[src/rtl/onehot_pkg.sv]
// -----------------------------------------------------------------------------
// onehot_pkg
// Shared definitions for the parametrised one-hot counter:
//   - mode and direction encodings
//   - MAX_W : widest vector accepted by the helper functions
//   - is_onehot() : exactly-one-bit-set test, used both for load validation
//                   and for detecting corrupted counter state
// -----------------------------------------------------------------------------
package onehot_pkg;

  localparam logic MODE_ROTATE = 1'b0;
  localparam logic MODE_BOUNCE = 1'b1;

  localparam logic DIR_UP   = 1'b1;
  localparam logic DIR_DOWN = 1'b0;

  // Helper functions take a fixed-width argument; callers zero-extend into it,
  // which leaves the one-hot property unchanged. Counters wider than this are
  // not supported.
  localparam int MAX_W = 256;

  localparam logic [MAX_W-1:0] ONE_W = {{(MAX_W-1){1'b0}}, 1'b1};

  // Non-zero and clearing the lowest set bit leaves nothing behind.
  function automatic logic is_onehot(input logic [MAX_W-1:0] vec);
    return (vec != {MAX_W{1'b0}}) && ((vec & (vec - ONE_W)) == {MAX_W{1'b0}});
  endfunction

endpackage

[src/rtl/onehot_counter_gen_encoder.sv]
// -----------------------------------------------------------------------------
// onehot_encoder
// One-hot to binary index converter. Reports the position of the lowest set
// bit, or 0 when no bit is set. Only meaningful for legal (one-hot) input.
// Ports:
//   onehot  in  WIDTH  : vector to encode
//   idx     out IDX_W  : binary position of the lowest set bit
// -----------------------------------------------------------------------------
module onehot_encoder #(
  parameter int WIDTH = 8,
  localparam int IDX_W = $clog2(WIDTH)
) (
  input  logic [WIDTH-1:0] onehot,
  output logic [IDX_W-1:0] idx
);

  // Priority scan from the top down so the lowest set bit is written last.
  always_comb begin
    idx = {IDX_W{1'b0}};
    for (int i = WIDTH - 1; i >= 0; i--) begin
      if (onehot[i]) begin
        idx = IDX_W'(i);
      end else begin
        idx = idx;
      end
    end
  end

endmodule

[src/rtl/onehot_counter_gen.sv]
// -----------------------------------------------------------------------------
// onehot_counter_gen
// Parametrised one-hot counter with up/down direction, rotate or bounce
// (ping-pong) stepping, validated parallel load and self-correction of
// corrupted state. Priority each cycle: load, correction, step, hold.
// Ports:
//   clk       in  1      : clock, rising edge
//   rst_n     in  1      : asynchronous active-low reset
//   en        in  1      : advance one position
//   dir       in  1      : 1 = up (toward MSB), 0 = down
//   mode      in  1      : 0 = rotate, 1 = bounce
//   load      in  1      : parallel load request
//   load_val  in  WIDTH  : value to load (must be one-hot)
//   out       out WIDTH  : registered one-hot state
//   idx       out IDX_W  : binary position of the set bit in out
//   cur_dir   out 1      : registered direction in effect
//   wrap      out 1      : one-cycle pulse on end-of-range wrap or reversal
//   err       out 1      : one-cycle pulse after an illegal state was corrected
//   load_err  out 1      : one-cycle pulse after a load was rejected
// -----------------------------------------------------------------------------
module onehot_counter_gen
  import onehot_pkg::*;
#(
  parameter int WIDTH = 8,
  localparam int IDX_W = $clog2(WIDTH)
) (
  input  logic             clk,
  input  logic             rst_n,
  input  logic             en,
  input  logic             dir,
  input  logic             mode,
  input  logic             load,
  input  logic [WIDTH-1:0] load_val,
  output logic [WIDTH-1:0] out,
  output logic [IDX_W-1:0] idx,
  output logic             cur_dir,
  output logic             wrap,
  output logic             err,
  output logic             load_err
);

  localparam logic [WIDTH-1:0] RESET_STATE = {{(WIDTH-1){1'b0}}, 1'b1};

  logic [WIDTH-1:0] state_q;
  logic [WIDTH-1:0] state_d;
  logic             dir_q;
  logic             dir_d;
  logic             wrap_q;
  logic             wrap_d;
  logic             err_q;
  logic             err_d;
  logic             load_err_q;
  logic             load_err_d;

  logic             state_legal;
  logic             load_legal;
  logic [WIDTH-1:0] step_up;
  logic [WIDTH-1:0] step_down;
  logic             at_msb;
  logic             at_lsb;
  logic             hold_dir;

  assign state_legal = is_onehot(MAX_W'(state_q));
  assign load_legal  = is_onehot(MAX_W'(load_val));

  // Circular shifts; the rotate and bounce paths both build on these.
  assign step_up   = {state_q[WIDTH-2:0], state_q[WIDTH-1]};
  assign step_down = {state_q[0], state_q[WIDTH-1:1]};
  assign at_msb    = state_q[WIDTH-1];
  assign at_lsb    = state_q[0];

  // Direction kept on cycles that do not step: rotate mode follows the dir
  // input every cycle, bounce mode only changes direction on accepted loads
  // and end-of-range reversals.
  assign hold_dir = (mode == MODE_ROTATE) ? dir : dir_q;

  // Next-state selection: load, then correction, then step, then hold.
  always_comb begin
    state_d    = state_q;
    dir_d      = dir_q;
    wrap_d     = 1'b0;
    err_d      = 1'b0;
    load_err_d = 1'b0;
    if (load) begin
      if (load_legal) begin
        state_d = load_val;
        dir_d   = dir;
      end else begin
        load_err_d = 1'b1;
        dir_d      = hold_dir;
      end
    end else if (!state_legal) begin
      state_d = RESET_STATE;
      err_d   = 1'b1;
      dir_d   = hold_dir;
    end else begin
      case (mode)
        MODE_ROTATE: begin
          dir_d = dir;
          if (en) begin
            if (dir == DIR_UP) begin
              state_d = step_up;
              wrap_d  = at_msb;
            end else begin
              state_d = step_down;
              wrap_d  = at_lsb;
            end
          end else begin
            state_d = state_q;
          end
        end
        MODE_BOUNCE: begin
          if (en) begin
            // At the end of the range, reverse and take the step the other way.
            if (dir_q == DIR_UP) begin
              if (at_msb) begin
                dir_d   = DIR_DOWN;
                state_d = step_down;
                wrap_d  = 1'b1;
              end else begin
                state_d = step_up;
              end
            end else begin
              if (at_lsb) begin
                dir_d   = DIR_UP;
                state_d = step_up;
                wrap_d  = 1'b1;
              end else begin
                state_d = step_down;
              end
            end
          end else begin
            state_d = state_q;
          end
        end
        default: begin
          state_d = state_q;
        end
      endcase
    end
  end

  // State, direction and pulse registers.
  always_ff @(posedge clk or negedge rst_n) begin
    if (!rst_n) begin
      state_q    <= RESET_STATE;
      dir_q      <= DIR_UP;
      wrap_q     <= 1'b0;
      err_q      <= 1'b0;
      load_err_q <= 1'b0;
    end else begin
      state_q    <= state_d;
      dir_q      <= dir_d;
      wrap_q     <= wrap_d;
      err_q      <= err_d;
      load_err_q <= load_err_d;
    end
  end

  onehot_encoder #(
    .WIDTH (WIDTH)
  ) u_encoder (
    .onehot (state_q),
    .idx    (idx)
  );

  assign out      = state_q;
  assign cur_dir  = dir_q;
  assign wrap     = wrap_q;
  assign err      = err_q;
  assign load_err = load_err_q;

endmodule

[config.mk]
export PLATFORM = sky130hd
export DESIGN_NAME = onehot_counter_gen
export DESIGN_NICKNAME = d
export VERILOG_FILES = /design/src/rtl/onehot_pkg.sv /design/src/rtl/onehot_counter_gen_encoder.sv /design/src/rtl/onehot_counter_gen.sv
export SDC_FILE = /design/constraint.sdc
export NUM_CORES = 1
export LEC_CHECK = 0
export CAP_MARGIN = 20
export CORE_MARGIN = 2
export CORE_UTILIZATION = 48
export DETAILED_ROUTE_END_ITERATION = 12
export PLACE_DENSITY = 0.79
export SYNTH_ARGS = -nofsm -noshare
export SYNTH_HDL_FRONTEND = slang
export SYNTH_HIERARCHICAL = 1
export SYNTH_SLANG_ARGS = --single-unit
export TNS_END_PERCENT = 1
[constraint.sdc]
create_clock -name clk -period 2.3 [get_ports clk]
set_input_delay 0.345 -clock clk [delete_from_list [all_inputs] [get_ports clk]]
set_output_delay 0.345 -clock clk [all_outputs]
set_load 0.005 [all_outputs]
---- Word-level counts from Yosys, hierarchy flattened ----
Cells that the tools add are included.
storage, ports and cells
  logic and storage cells ................. 59
  output and inout bits ................... 15
  flip-flop bits (word level) ............. 12
operators by class
  reductions and logical operators ........ 7
  equality and inequality tests ........... 3
  muxes and demuxes ....................... 39
  add/subtract/negate cells ............... 2
  bitwise logic cells ..................... 3
operators by type and width
  cell                                               number
  bitwise AND 8 x 256 -> 256 bit                     2
  zero test 256 bit                                  2
  2-to-1 mux 8 bit                                   9
  2-to-1 mux 3 bit                                   8
  2-to-1 mux 1 bit                                   19
  subtractor 8 x 1 -> 9 bit (second input constant)  2
  one-hot mux 8 bit (2 select lines)                 1
  nonzero test 8 bit                                 2
  != test 4 bit (second input constant)              2
  one-hot mux 1 bit (2 select lines)                 2
  AND reduction 3 bit                                1
  logical AND 1 bit                                  2
  != test 2 x 1 -> 1 bit (second input constant)     1
  inverter 1 bit                                     1

---- Longest topological paths before layout ----
Gate-level depths: netlist (run 1).
  word-level depth ........................ 8
  gate-level depth with buffers ........... 8
  depth with buffers taken out ............ 6

---- Cells and area by module ----
The synthesis (run 1) kept the hierarchy.
modules (own cells, without submodules)
  module              cells each  seq. area each (um^2)  area an instance (um^2)  times used
  onehot_counter_gen  118         302.8                  1039.7                   1
  onehot_encoder      12          0.0                    83.8                     1

---- Worst setup path after synthesis (run 1) ----
Ideal clock, no wire load.
  path type ............................... flip-flop to flip-flop
  start point ............................. register state_q[0], in the netlist out[0]
  end point ............................... register state_q[1], in the netlist out[1]
  setup slack ............................. 0.294 ns
  required time ........................... 2.175 ns
  stages on the path, launching flop included .. 7
  clock period less this slack ............ 2.006 ns
  path buffers ............................ 0
  library setup time ...................... 0.125 ns
  data arrival time ....................... 1.882 ns
  cells stage by stage .................... dfstp_2 nor4_2 nor4b_1 o21ai_0 and3_4 o31ai_4 mux2_2
between the ends
  cells in the longest elaborated chain, start to end .. 6
ends and longest elaborated chain
  element                                                                   line                                         text
  start, declared                                                           onehot_counter_gen.sv:44                     logic [WIDTH-1:0] state_q;
  start signal, assigned                                                    onehot_counter_gen.sv:152                    state_q <= state_d;
  subtractor 8 x 1 -> 9 bit, or another cell as far along                   onehot_pkg.sv:26                             return (vec != {MAX_W{1'b0}}) && ((vec & (vec - ONE_W)) == {MAX_W{1'b0}});
  bitwise AND 8 x 256 -> 256 bit or 2-to-1 mux 8 bit (tied branches)        onehot_pkg.sv:26, onehot_counter_gen.sv:115
  zero test 256 bit or 2-to-1 mux 8 bit (tied branches)                     onehot_pkg.sv:26, onehot_counter_gen.sv:113
  logical AND 1 bit or one-hot mux 8 bit (2 select lines) (tied branches)   onehot_pkg.sv:26, onehot_counter_gen.sv:97
  != test 4 bit (no source line) or 2-to-1 mux 8 bit (tied branches)        -
  AND reduction 3 bit (no source line) or 2-to-1 mux 8 bit (tied branches)  -
Several ways; a longest one is shown, not always the timed one. The select of a mux whose other input is x is not followed.
A chain may end at the register's enable or synchronous reset.

---- Final worst setup path (run 1) ----
  start point ............................. register state_q[0], in the netlist out[0]
  end point ............................... output port idx[0]
between the ends
  cells in the longest elaborated chain, start to end .. 1
ends and longest elaborated chain
  element           line                              text
  2-to-1 mux 3 bit  onehot_counter_gen_encoder.sv:21  if (onehot[i]) begin
  end, declared     onehot_counter_gen.sv:35          output logic [IDX_W-1:0] idx,
Every way passes these cells.

==> results.json, run 1 <==
{
  "synth-seq-cells": 12,
  "synthArstFlopShare": 1.00,
  "gp_congestion": 0.872,
  "power.density_nw_per_um2": 544,
  "numPortBuffers": 28,
  "cp-end-kind": "output port",
  "p_int_uw": 533,
  "skew_ps": 0.542,
  "seqPwrFrac": 0.333,
  "syn_area_per_cell_sq_um": 8.64,
  "worst-endpoint-required_ps": 1960,
  "fin_util": 0.691,
  "area_growth_pct": 36.0,
  "min_period_over_period": 0.949,
  "grtUsageMet2": 0.429,
  "hold_buffers": 0,
  "syn_nets": 144,
  "clockBufferDepth": 2,
  "drtPass1Iterations": 4,
  "netlist_area_sq_um": 1120,
  "rsz0062_at_grt": "no",
  "core-area_sq_um": 2210,
  "io_pins": 29,
  "grt_pass1_vias": 1103,
  "wl_mm": 2.96,
  "grt_pass1_wl_mm": 4.92,
  "synth.distinct_cells": 44,
  "status": "complete, no violations",
  "ant_nets": 0,
  "wl_per_cell_um": 15.3,
  "clkLatencyLatePin_ps": 280,
  "grt.total_usage": 0.241,
  "finalSetupViolations": 0,
  "grt_max_degree": 18,
  "die_w_um": 52.4,
  "hold_class": "input port to asynchronous set/reset pin",
  "critPathSlowestCell": "dfstp_2",
  "slew_headroom": 0.645,
  "swShare": 0.359,
  "clockPowerShare": 0.211,
  "ir_drop_uv": 404,
  "p_comb_frac": 0.456,
  "layout_commonest_cell": "clkdlybuf4s50_1",
  "ys_seq_area_frac": 0.269,
  "path_max_fanout": 17,
  "finalSetupTns_ps": 0,
  "dp_hpwl_mm": 2.27,
  "p_leak_uw": 0.000646,
  "switchingPower_uw": 299,
  "synth_warnings": 6,
  "finalWorstPathRequiredPeriod_ps": 2180,
  "nNetsFinal": 181,
  "clkSlewWorstSetupHoldPaths_ps": 80,
  "antenna_found_initial": 0,
  "drc": 0,
  "fmax_ghz": 0.458,
  "cts_resized": 0,
  "final_layout_size_suffix_gt1_frac": 0.199,
  "drv_slew": 0,
  "synth-main-ff-cell": "dfrtp_1",
  "fp-row-count": 17,
  "root_buffer": "clkbuf_4",
  "pre_cts_slack_ps": 4.02,
  "start_util": 0.508,
  "tightestPinTransition_ps": 530,
  "whs_ps": 403,
  "fp.dieArea_sq_um": 2740,
  "synthCells": 130,
  "maxCapViolCount": 0,
  "synth_edf_count": 0,
  "antenna_cells": 0,
  "tritoncts": "built",
  "cts-buffers-inserted": 3,
  "grt_overflow_total": 0,
  "final_cell_mix": "clkdlybuf4s50_1 (28), buf_4 (14), nor2_1 (13), mux2i_1 (11)",
  "die_h_um": 52.4,
  "grt_most_used_layer": "met2",
  "start_kind": "flip-flop",
  "total_power_uw": 831,
  "path_cells": "buf_4, nor3b_1, a21oi_1, o41ai_2, clkdlybuf4s50_1",
  "fin_ws_ps": 118,
  "vias": 1177,
  "cp_data_arrival_time_ps": 1840,
  "worst_path_largest_cell_delay_ps": 550,
  "drt_iter0_drc": 24,
  "post_cts_buffers": 0,
  "cts.sinks": 12,
  "cts-htree-levels": 1,
  "viasPerCell": 6.07,
  "use_met1": 0.299,
  "crit_type": "flip-flop to output port",
  "met3_usage": 0.00857,
  "hold_viol_final": 0
}
[synthesized netlist by cell type, types with 2 or more instances]
library cell  instances  area, sq um
nor2_1               13         48.8
mux2i_1              11          110
a21oi_1              10         50.1
dfrtp_1              10          250
inv_1                 9         33.8
nand2_1               9         33.8
a211o_1               5         43.8
o22ai_1               5         31.3
a211oi_1              4         30.0
a32oi_1               4         35.0
clkbuf_1              4         15.0
nand4b_1              4         35.0
mux2_2                3         33.8
nor2b_1               3         18.8
nor4b_1               3         26.3
clkbuf_2              2         10.0
dfstp_2               2         52.6
o21ai_0               2         10.0
o41ai_1               2         17.5
[final timing paths]
kind | cells past startpoint | to | slack [ps] | startpoint
max | 5 | idx[0] | 120 | out[0]
max in group asynchronous | 1 | cur_dir | 1530 | rst_n
min in group clk | 1 | out[1] | 700 | out[1]
max reg2reg | 5 | out[7] | 210 | out[2]
min | 1 | out[3] | 400 | rst_n
min reg2reg | 1 | out[1] | 700 | out[1]
[cell families (layout without fill, tap and decap cells)]
family                 count (synthesis)  after routing  synth area share
and+or+nand+nor                       43             43             0.238
muxes                                 14             14             0.128
AOI/OAI and AO/OA                     42             42             0.287
DFF                                   12             12             0.269
buffers and inverters                 19             55            0.0768
[registers in the layout (all words and copies together) (netlist names)]
register / count
load_err: 1
out: 8
err: 1
wrap: 1
cur_dir: 1
[power groups by stage]
stage | clock network (uW) | logic (uW) | registers, uW
finish | 175 | 379 | 277
global placement | 0 | 368 | 279
CTS | 175 | 378 | 277
global route | 184 | 414 | 281
floorplan | 0 | 199 | 290
detailed placement | 0 | 375 | 281
[cell type report]
type / count / area [sq um]
Timing Repair Buffer: 42 / 385
Clock buffer: 4 / 36.3
Tap cell: 28 / 35.0
Sequential cell: 12 / 303
Fill cell: 186 / 684
Inverter: 9 / 33.8
Multi-Input combinational cell: 99 / 734
[worst max-delay path, delay by kind of cell, from the launching register on]
family / cells / cell delay [ps]
buffers and inverters: 2 / 670
AOI/OAI and AO/OA: 2 / 250
and+or+nand+nor: 1 / 80
DFF: 1 / 550
[stage by stage]
stage | cells | cell area (sq um)
2_1_floorplan | 130 | 1120
3_3_place_gp | 190 | 1490
3_5_place_dp | 190 | 1490
4_1_cts | 194 | 1530
5_1_grt | 194 | 1530
6_report | 194 | 1530
[metal layers]
metal	share of wire	vias to the layer above
li1	-	565
met1	0.43	558
met2	0.49	49
met3	0.058	5
met4	0.019	0
met5	0	-
Power figures use the tool's default switching activity.
==> run 2, diff against run 1 <==
--- a/constraint.sdc
+++ b/constraint.sdc
@@ -3,2 +3,2 @@
 set_output_delay 0.345 -clock clk [all_outputs]
-set_load 0.005 [all_outputs]
+set_load 0.01 [all_outputs]
==> results.json, run 2 (same netlist as run 1, synthesis figures left out) <==
{
  "cts-htree-levels": 1,
  "finalWorstPathRequiredPeriod_ps": 2180,
  "drtPass1Iterations": 4,
  "finalSetupViolations": 0,
  "dp.cells": 190,
  "cts_resized": 0,
  "die_w_um": 52.4,
  "skew_ps": 1.57,
  "viasPerCell": 6.10,
  "io_pins": 29,
  "final_layout_size_suffix_gt1_frac": 0.199,
  "grt_overflow_total": 0,
  "core-area_sq_um": 2210,
  "hold_viol_final": 0,
  "drc": 0,
  "grt.total_usage": 0.241,
  "power.density_nw_per_um2": 553,
  "path_max_fanout": 17,
  "crit_type": "flip-flop to output port",
  "cts.sinks": 12,
  "met3_usage": 0.00857,
  "hold_buffers": 0,
  "cp_data_arrival_time_ps": 1830,
  "gp_congestion": 0.872,
  "fp.dieArea_sq_um": 2740,
  "ir_drop_uv": 408,
  "worst-endpoint-required_ps": 1960,
  "grt_most_used_layer": "met2",
  "grt_pass1_vias": 1103,
  "fmax_ghz": 0.459,
  "maxCapViolCount": 0,
  "fp-row-count": 17,
  "cts-buffers-inserted": 3,
  "area_growth_pct": 36.5,
  "ant_nets": 0,
  "drv_slew": 0,
  "tightestPinTransition_ps": 531,
  "layout_commonest_cell": "clkdlybuf4s50_1",
  "start_kind": "flip-flop",
  "antenna_found_initial": 0,
  "hold_class": "input port to asynchronous set/reset pin",
  "grt_pass1_wl_mm": 4.92,
  "post_cts_buffers": 0,
  "final_cell_mix": "clkdlybuf4s50_1 (27), nor2_1 (13), buf_4 (13), mux2i_1 (11)",
  "timing.rr.start": "out[2]",
  "die_h_um": 52.4,
  "vias": 1184,
  "largest_register_ffs": 8,
  "use_met1": 0.299,
  "wl_per_cell_um": 15.3,
  "start_util": 0.508,
  "dp_hpwl_mm": 2.27,
  "grt_max_degree": 18,
  "rrSetupSlack_ps": 210,
  "numPortBuffers": 28,
  "drt_iter0_drc": 31,
  "finalSetupTns_ps": 0,
  "nNetsFinal": 181,
  "clkLatencyLatePin_ps": 290,
  "clockBufferDepth": 2,
  "rsz0062_at_grt": "no",
  "tritoncts": "built",
  "antenna_cells": 0,
  "status": "complete, no violations",
  "reg2reg_to": "out[7]",
  "root_buffer": "clkbuf_4",
  "min_period_over_period": 0.947,
  "final_cells": 194,
  "p_leak_uw": 0.000664,
  "slew_headroom": 0.645,
  "cp-end-kind": "output port",
  "wl_mm": 2.97,
  "worst-r2r-cell-count": 5,
  "grtUsageMet2": 0.429,
  "clkSlewWorstSetupHoldPaths_ps": 80
}
run 2: changes by cell type in the layout (fill, tap and decap cells not counted), sizes merged:
cell           before  now
dlymetal6s2s        0    1
clkdlybuf4s50      28   27
run 2: metal layers:
metal / wire, um / part of all wire
met5: 0 / 0
met4: 57 / 0.019
met3: 219 / 0.074
met2: 1460 / 0.49
met1: 1240 / 0.42
run 2: layout make-up:
class,count,area [sq um]
Sequential cell,12,303
Inverter,9,33.8
Clock buffer,4,36.3
Fill cell,184,678
Timing Repair Buffer,42,392
Multi-Input combinational cell,99,734
Tap cell,28,35.0
run 2: power by group:
group | internal (uW) | switching (uW) | total [uW]
Combinational | 198 | 195 | 393
Sequential | 240 | 37.7 | 278
Clock | 96.6 | 79.9 | 177
run 2: worst max-delay path by stage:
| stage | from | endpoint | slack, ps | depth (start not counted) |
|---|---|---|---|---|
| floorplan | out[0] | out[1] | 270 | 6 |
| global placement | load_val[2] | out[4] | 110 | 9 |
| detailed placement | load_val[2] | out[7] | 4 | 8 |
| CTS | out[0] | idx[0] | 80 | 5 |
| global route | out[0] | idx[0] | 30 | 5 |
| finish | out[0] | idx[0] | 120 | 5 |
run 2: metrics by stage:
stage	util	power, uW	cell area (sq um)	hold slack (ps)	setup WS, ps
after floorplan	-	502	1120	49.4	271
after global placement	0.674	660	1490	672	107
after detailed placement	0.674	669	1490	691	4.02
after CTS	0.691	843	1530	430	83.7
after global routing	0.693	894	1530	448	26.4
final	0.693	848	1530	400	122
run 2: critical path, cell delays in order (launching register included):
cell	delay [ps]
dfstp_2	550
buf_6	180
nor3b_1	70
a21oi_1	160
o41ai_2	90
clkdlybuf4s50_1	480
==> run 3, diff against run 2 <==
- CORE_UTILIZATION: 48 -> 44
- PLACE_DENSITY: 0.79 -> 0.76
- SLEW_MARGIN: default -> 5
- clock period: 2.3 -> 1.83 ns (I/O delays scaled with it)
==> results.json, run 3 (same netlist as run 1, synthesis figures left out) <==
{
  "timing.rr.start": "out[4]",
  "dp_hpwl_mm": 2.68,
  "drt_iter0_drc": 25,
  "wl_mm": 3.33,
  "wl_per_cell_um": 15.2,
  "fin_util": 0.707,
  "start_kind": "flip-flop",
  "placed_area_sq_um": 1670,
  "vias": 1272,
  "fmax_ghz": 0.501,
  "hold_class": "input port to asynchronous set/reset pin",
  "final_cell_mix": "buf_4 (38), clkdlybuf4s50_1 (24), nor2_1 (13), mux2i_1 (11), a21oi_1 (10)",
  "total_power_uw": 1100,
  "power.density_nw_per_um2": 635,
  "startpoint": "out[4]",
  "die_w_um": 54.5,
  "p_leak_uw": 0.000771,
  "cts-buffers-inserted": 3,
  "numPortBuffers": 28,
  "io_pins": 29,
  "area_growth_pct": 54.5,
  "fp-row-count": 18,
  "status": "complete, but fails checks",
  "worst-r2r-cell-count": 6,
  "grt_overflow_total": 0,
  "grt_most_used_layer": "met2",
  "antenna_cells": 0,
  "cp-end-kind": "flip-flop",
  "whs_ps": 348,
  "slew_headroom": 0.647,
  "reg2reg_to": "out[6]",
  "critPathSlowestCell": "dfrtp_1",
  "cp_data_arrival_time_ps": 2160,
  "post_cts_buffers": 0,
  "layout_commonest_cell": "buf_4",
  "rsz0062_at_grt": "yes",
  "grt_max_degree": 13,
  "nNetsFinal": 205,
  "final_layout_size_suffix_gt1_frac": 0.333,
  "grtUsageMet2": 0.476,
  "maxCapViolCount": 0,
  "viasPerCell": 5.81,
  "tritoncts": "built",
  "clockBufferDepth": 2,
  "clkSlewWorstSetupHoldPaths_ps": 70,
  "drv_slew": 0,
  "ant_nets": 0,
  "gp_congestion": 0.877,
  "fp.dieArea_sq_um": 2970,
  "core-area_sq_um": 2450,
  "crit_type": "flip-flop to flip-flop",
  "antenna_found_initial": 0,
  "finalWorstPathRequiredPeriod_ps": 2000,
  "critPathTopFamily": "simple AND/OR/NAND/NOR gates",
  "cts.sinks": 12,
  "ir_drop_uv": 547,
  "skew_ps": 6.78,
  "clkLatencyLatePin_ps": 270,
  "start_util": 0.458,
  "drc": 0,
  "finalSetupTns_ps": -943,
  "fin_ws_ps": -168,
  "path_max_fanout": 5,
  "met3_usage": 0.0191,
  "fillers": 199,
  "drtPass1Iterations": 5,
  "root_buffer": "clkbuf_4",
  "grt.total_usage": 0.255,
  "path_cells": "nor4_4, buf_4, o2111ai_1, and3_4, o31ai_4, mux2_2",
  "die_h_um": 54.5,
  "critPathBufInv": 1,
  "worst_path_largest_cell_delay_ps": 410,
  "use_met1": 0.308,
  "largest_register_ffs": 8,
  "grt_pass1_vias": 1192,
  "grt_pass1_wl_mm": 5.38,
  "violations": "setup timing",
  "finalSetupViolations": 10,
  "rrSetupSlack_ps": -170,
  "min_period_over_period": 1.09,
  "hold_viol_final": 0,
  "tightestPinTransition_ps": 528,
  "worst-endpoint-required_ps": 1990,
  "fin_area_sq_um": 1740,
  "cts-htree-levels": 1
}
[run 3: cell types whose count changed in the layout (fill, tap and decap cells not counted), moves of 3 or more]
cell             previous run  this run
nor4b_1                     3         0
buf_4                      13        38
clkdlybuf4s50_1            27        24
nor4b_2                     0         3
[run 3: worst max path at each step]
stage	endpoint	depth (start not counted)
floorplan	out[1]	6
global placement	out[1]	7
detailed placement	out[6]	7
CTS	out[6]	6
global route	out[7]	6
finish	out[6]	6
[run 3: final cells by class]
class / count / area, sq um / share of cell area
Multi-Input combinational cell: 99 / 776 / 0.447
Inverter: 9 / 33.8 / 0.0195
Clock buffer: 3 / 22.5 / 0.0130
Timing Repair Buffer: 66 / 562 / 0.324
Sequential cell: 12 / 304 / 0.175
Tap cell: 30 / 37.5 / 0.0216
[run 3: where the power goes]
part / leakage [uW] / switching [uW] / total (uW) / internal (uW)
clock network: 0.0000138 / 79.5 / 156 / 76.1
registers: 0.000144 / 35.7 / 338 / 303
logic: 0.000614 / 294 / 607 / 314
[run 3: what timing repair did]
action,in CTS,in global routing
gates resized for setup,4,11
setup endpoints to repair,12,14
hold buffers,0,0
endpoints found under the hold margin,0,0
pin swaps,4,0
[run 3: stage by stage]
stage | instances | setup WS, ps
2_1_floorplan | 130 | -199
3_3_place_gp | 216 | -341
3_5_place_dp | 216 | -410
4_1_cts | 219 | -166
5_1_grt | 219 | -290
6_report | 219 | -168
[run 3: per-layer routing]
metal,vias to the layer above,part of all wire
li1,610,-
met1,600,0.42
met2,56,0.51
met3,6,0.061
met4,0,0.014
met5,-,0
